`src/rtl/shared_mem_arbiter.sv`:
```
// Two-master arbiter for a shared single-port synchronous memory on the Ibex buses.
// Data wins by default; a streak counter bounds how long an instruction request can wait.
module shared_mem_arbiter #(
    parameter logic [31:0] ADDR_BASE  = 32'h0000_0000,
    parameter int          MEM_WORDS  = 1024,
    parameter bit          WRITABLE   = 1'b1,
    parameter int          MAX_STREAK = 4
) (
    input  logic                         clk,
    input  logic                         rst,
    input  logic                         instr_req,
    input  logic [31:0]                  instr_addr,
    output logic                         instr_gnt,
    output logic                         instr_rvalid,
    output logic [31:0]                  instr_rdata,
    output logic                         instr_err,
    input  logic                         data_req,
    input  logic                         data_we,
    input  logic [3:0]                   data_be,
    input  logic [31:0]                  data_addr,
    input  logic [31:0]                  data_wdata,
    output logic                         data_gnt,
    output logic                         data_rvalid,
    output logic [31:0]                  data_rdata,
    output logic                         data_err,
    output logic                         mem_req,
    output logic                         mem_we,
    output logic [3:0]                   mem_be,
    output logic [$clog2(MEM_WORDS)-1:0] mem_addr,
    output logic [31:0]                  mem_wdata,
    input  logic [31:0]                  mem_rdata
);

    localparam int          AW           = $clog2(MEM_WORDS);
    localparam logic [31:0] WINDOW_BYTES = 32'(MEM_WORDS * 4);
    localparam logic [3:0]  STREAK_MAX   = 4'(MAX_STREAK);
    localparam logic        OWNER_INSTR  = 1'b0;
    localparam logic        OWNER_DATA   = 1'b1;

    logic [3:0]  streak_r;
    logic [3:0]  streak_nxt_s;
    logic        grant_instr_s;
    logic        grant_data_s;
    logic        granted_s;
    logic [31:0] sel_addr_s;
    logic [31:0] offset_s;
    logic        illegal_s;
    logic [31:0] resp_data_s;
    logic        tag_valid_r;
    logic        tag_owner_r;
    logic        tag_err_r;
    logic        tag_we_r;

    // Grant selection: data first unless the waiting instruction fetch has hit the streak cap.
    always_comb begin
        grant_instr_s = 1'b0;
        grant_data_s  = 1'b0;
        if (data_req && !(instr_req && (streak_r == STREAK_MAX))) begin
            grant_data_s = 1'b1;
        end else if (instr_req) begin
            grant_instr_s = 1'b1;
        end else begin
            grant_instr_s = 1'b0;
        end
    end

    assign instr_gnt = grant_instr_s;
    assign data_gnt  = grant_data_s;
    assign granted_s = grant_instr_s | grant_data_s;

    // Streak update: counts data wins only while an instruction request is being held off.
    always_comb begin
        streak_nxt_s = streak_r;
        if (!instr_req || grant_instr_s) begin
            streak_nxt_s = 4'd0;
        end else if (grant_data_s && (streak_r < STREAK_MAX)) begin
            streak_nxt_s = streak_r + 4'd1;
        end else begin
            streak_nxt_s = streak_r;
        end
    end

    // Address decode of the granted request; the subtraction wraps so addresses below the base are illegal.
    always_comb begin
        sel_addr_s = grant_data_s ? data_addr : instr_addr;
        offset_s   = sel_addr_s - ADDR_BASE;
        illegal_s  = (offset_s >= WINDOW_BYTES) || (grant_data_s && data_we && !WRITABLE);
    end

    // Memory port drive; everything is zero unless a legal access is granted this cycle.
    always_comb begin
        mem_req   = 1'b0;
        mem_we    = 1'b0;
        mem_be    = 4'h0;
        mem_addr  = '0;
        mem_wdata = 32'h0000_0000;
        if (granted_s && !illegal_s) begin
            mem_req  = 1'b1;
            mem_addr = offset_s[2 +: AW];
            if (grant_data_s) begin
                mem_we    = data_we;
                mem_be    = data_be;
                mem_wdata = data_wdata;
            end else begin
                mem_we    = 1'b0;
                mem_be    = 4'hF;
                mem_wdata = 32'h0000_0000;
            end
        end else begin
            mem_req = 1'b0;
        end
    end

    // Streak counter and response tag; reset drops any response still in flight.
    always_ff @(posedge clk or posedge rst) begin
        if (rst) begin
            streak_r    <= 4'd0;
            tag_valid_r <= 1'b0;
            tag_owner_r <= OWNER_INSTR;
            tag_err_r   <= 1'b0;
            tag_we_r    <= 1'b0;
        end else begin
            streak_r    <= streak_nxt_s;
            tag_valid_r <= granted_s;
            tag_owner_r <= grant_data_s ? OWNER_DATA : OWNER_INSTR;
            tag_err_r   <= granted_s & illegal_s;
            tag_we_r    <= grant_data_s & data_we;
        end
    end

    // Write responses carry no data, so only clean reads forward the memory word.
    assign resp_data_s = (tag_err_r || tag_we_r) ? 32'h0000_0000 : mem_rdata;

    // Response routing to the owner recorded in the tag.
    always_comb begin
        instr_rvalid = 1'b0;
        instr_err    = 1'b0;
        instr_rdata  = 32'h0000_0000;
        data_rvalid  = 1'b0;
        data_err     = 1'b0;
        data_rdata   = 32'h0000_0000;
        if (tag_valid_r) begin
            case (tag_owner_r)
                OWNER_INSTR: begin
                    instr_rvalid = 1'b1;
                    instr_err    = tag_err_r;
                    instr_rdata  = resp_data_s;
                end
                OWNER_DATA: begin
                    data_rvalid = 1'b1;
                    data_err    = tag_err_r;
                    data_rdata  = resp_data_s;
                end
                default: begin
                    instr_rvalid = 1'b0;
                    data_rvalid  = 1'b0;
                end
            endcase
        end else begin
            instr_rvalid = 1'b0;
            data_rvalid  = 1'b0;
        end
    end

endmodule

```
`config.mk`:
```
export PLATFORM = sky130hd
export DESIGN_NAME = shared_mem_arbiter
export DESIGN_NICKNAME = d
export VERILOG_FILES = /design/src/rtl/shared_mem_arbiter.sv
export SDC_FILE = /design/constraint.sdc
export NUM_CORES = 1
export LEC_CHECK = 0
export BUFFER_PORTS_ARGS = -buffer_cell sky130_fd_sc_hd__clkbuf_2
export CORE_AREA = 10 10 90 92
export CTS_CLUSTER_DIAMETER = 40
export DETAILED_ROUTE_END_ITERATION = 6
export DIE_AREA = 0 0 100 102
export HOLD_SLACK_MARGIN = 0.08
export PLACE_DENSITY = 0.82
export SYNTH_ARGS = -nofsm -noshare
export SYNTH_HDL_FRONTEND = slang
export SYNTH_SLANG_ARGS = --single-unit
```
`constraint.sdc`:
```
create_clock -name clk -period 1.8 [get_ports clk]
set_input_delay 0.27 -clock clk [delete_from_list [all_inputs] [get_ports clk]]
set_output_delay 0.27 -clock clk [all_outputs]
set_load 0.05 [all_outputs]
```
==> results.txt <==
Slew margin rel. - 73.7%
First-pass GRT wire length - 19400 um
Total grt overflow - 0
Clock root buffer master - clkbuf_8
Final setup violation count - 118
Worst Tran Pin Value - 0.391 ns
VDD IR max - 0.000276 V
Layout cells sized above 1 - 88.1%
Initial DRC count - 64
Initial antenna violation count - 0
F_max - 406 MHz
Clock Pin Slew Worst Setup and Hold Paths - 0.04 ns
Max_cap viols - 0
Aggregate routed wire length - 13500 um
Fin. Hold Viols - 0
Routed wire per std cell - 24.6 um
DP HPWL - 10800 um
Antenna-violating nets left - 0
Mapped cell area - 1400 um2
Sequential group share of total power - 17.7%
IO buf count - 250
Mapped Cells - 196
Vias in the first global route - 3109
Critical path capture point type - primary output
NetSw - 0.000423 W
Slew Limit Fails - 0
Logic gate share of total power - 63.2%
Post-layout instance area - 5400 um2
Critical R2R Launch - streak_r[0]$_DFFE_PP0P_
Cell Rows - 29
Failing checks - negative setup slack
Final period utilization - 137%
Clk_skew - 0.00773 ns
Crit path capture - mem_be[1]
Clock power share - 19.1%
Flops & latches, synth - 8
Largest net degree at the start of global routing - 34
Number of I/O pins - 255
CP max FO - 9
Switching Fraction - 38.2%
Avg Cell Area, Syn - 7.12 um2
Register area share after synthesis - 14.3%
GP Congestion - 0.785
Status - finished with violations
Class of the worst hold path - in -> reg
Synth-to-Final Area Change - 287%
Antenna diode count - 0
Core Box Area - 6280 um2
CTS tree - yes
TritonRoute pass-1 iters - 4
Vias - 2719
Power Density - 205 nW/um2
CTS buffer count - 3
Syn_nets - 335
# H-tree levels - 1
Most frequent cells in the layout - clkbuf_2 (136), buf_12 (119), and2_4 (66), and3_4 (30), buf_4 (17)
Register-to-register setup slack - -0.06 ns
Worst EP required - 1.53 ns
Most common cell after layout, fill and taps aside - clkbuf_2
Nets@finish - 612
Reg2Reg Capture Point - streak_r[1]$_DFFE_PP0P_
Filler cells - 296
Starting Density - 22.2%
Setup ws final - -0.663 ns
Residual DRC - 0
Tmin final - 2.46 ns
Setup_tns - -28.32 ns
Die Height - 102 um
Setup CP Type - reg -> out
Leakage - 2.52 nW
Clock Path Buffers - 2
Die extent in x - 100 um
GRT Util Overall - 24.2%
Synth cell types - 27
Crit start category - flip-flop
Die area - 10200 um2
Internal Power - 0.000684 W
Critical Path Start - streak_r[0]$_DFFE_PP0P_
Unrepaired setup endpoints after global routing - true
Clk_lat worst skew - 0.23 ns
Clock sinks - 8
Vias per cell - 4.96
Worst reg2reg path depth - 11
Placed instance area - 4920 um2
Worst Path Arrival - 2.19 ns
Ys Warns - 0
[sequential cells by signal (all words and copies together) (netlist names)]
register,count
streak_r,4
tag_err_r,1
tag_owner_r,1
tag_valid_r,1
tag_we_r,1
[final cells by class]
type / instances / area, um2 / share of cell area (%)
well taps: 77 / 96.3 / 1.78
multi-input cells: 165 / 1600 / 29.7
inverters: 6 / 25.0 / 0.463
clock buffers: 3 / 41.3 / 0.765
flip-flops and latches: 8 / 200 / 3.71
repair buffers: 289 / 3430 / 63.6
[cells in the mapped netlist]
cell        n  area (um2)
a211o_1     1        8.76
clkbuf_2    1        5.00
mux2i_1    10         100
inv_1       5        18.8
nor3_1      5        25.0
a2bb2oi_2   1        15.0
inv_2       1        3.75
or4_1       2        15.0
o21ai_0     1        5.00
ha_1        2        25.0
nand3_1     1        5.00
nor3b_1     2        15.0
a21oi_1     2        10.0
nor3_2      9        90.1
buf_6       1        11.3
dfrtp_1     8         200
nand2_1     3        11.3
clkbuf_1   14        52.6
and3_1     37         231
buf_2       1        5.00
xnor2_1     1        8.76
nor2b_1     1        6.26
nor2_1      9        33.8
nor4_1      8        50.1
nand4b_1    1        8.76
and4_1      1        8.76
and2_1     68         425
[worst min path at each step]
stage                                   end     from  slack [ns]  cells after the start
finish                   tag_we_r$_DFF_PP0_  data_we        0.38                      2
detailed placement  streak_r[1]$_DFFE_PP0P_      rst        0.21                      2
global placement      tag_owner_r$_DFF_PP0_      rst        0.20                      2
global route             tag_we_r$_DFF_PP0_  data_we        0.39                      2
CTS                      tag_we_r$_DFF_PP0_  data_we        0.39                      2
floorplan           streak_r[0]$_DFFE_PP0P_      rst        0.09                      1
[cells by family (layout without fill, tap and decap cells)]
logic type                 Yosys count  count (layout)  synth area share, %
and+or+nand+nor                    147             147                 66.4
buffers and inverters               23             298                 6.90
muxes                               10              10                 7.18
DFF                                  8               8                 14.3
AOI/OAI and AO/OA                    5               5                 2.78
adders and majority gates            2               2                 1.79
xor gates and xnor gates             1               1                0.628
[stage by stage]
stage	power (W)	util [%]	hold slack [ns]	instances	setup WS, ns
2_1_floorplan	0.000448	-	0.0857	196	-0.379
3_3_place_gp	0.000774	78.3	0.200	520	-0.581
3_5_place_dp	0.000799	78.3	0.207	520	-0.667
4_1_cts	0.00109	85.2	0.386	543	-0.601
5_1_grt	0.00115	86.0	0.386	548	-0.719
6_report	0.00111	86.0	0.382	548	-0.663
[per-layer routing]
layer	GRT usage, %	wire [um]	vias to the layer above
li1	-	-	1222
met1	21.6	4270	1271
met4	7.17	399	0
met5	0	0	-
met3	11.9	1590	32
met2	46.9	7220	194
[power groups by stage]
stage	Combinational (W)	Clock [W]	Sequential, W
global route	0.000731	0.000226	0.000196
detailed placement	0.000603	0	0.000196
global placement	0.000579	0	0.000195
finish	0.000700	0.000212	0.000196
CTS	0.000677	0.000217	0.000195
floorplan	0.000253	0	0.000195
[repair_timing]
item,in CTS,in global routing
hold buffers,1,0
resized for setup,76,6
buffers inserted,13,5
endpoints found under the hold margin,8,0
cloned,6,1
setup endpoints to repair,100,115
pin swaps,68,4
[worst max-delay path, cell delays in order, from the launching register on]
cell and delay, ns:
dfrtp_1 0.39, inv_1 0.08, ha_1 0.17, nand4b_1 0.20
a211o_1 0.37, a2bb2oi_4 0.21, buf_12 0.17, nor3_4 0.20
buf_12 0.17
(Power assumes the default switching activity.)
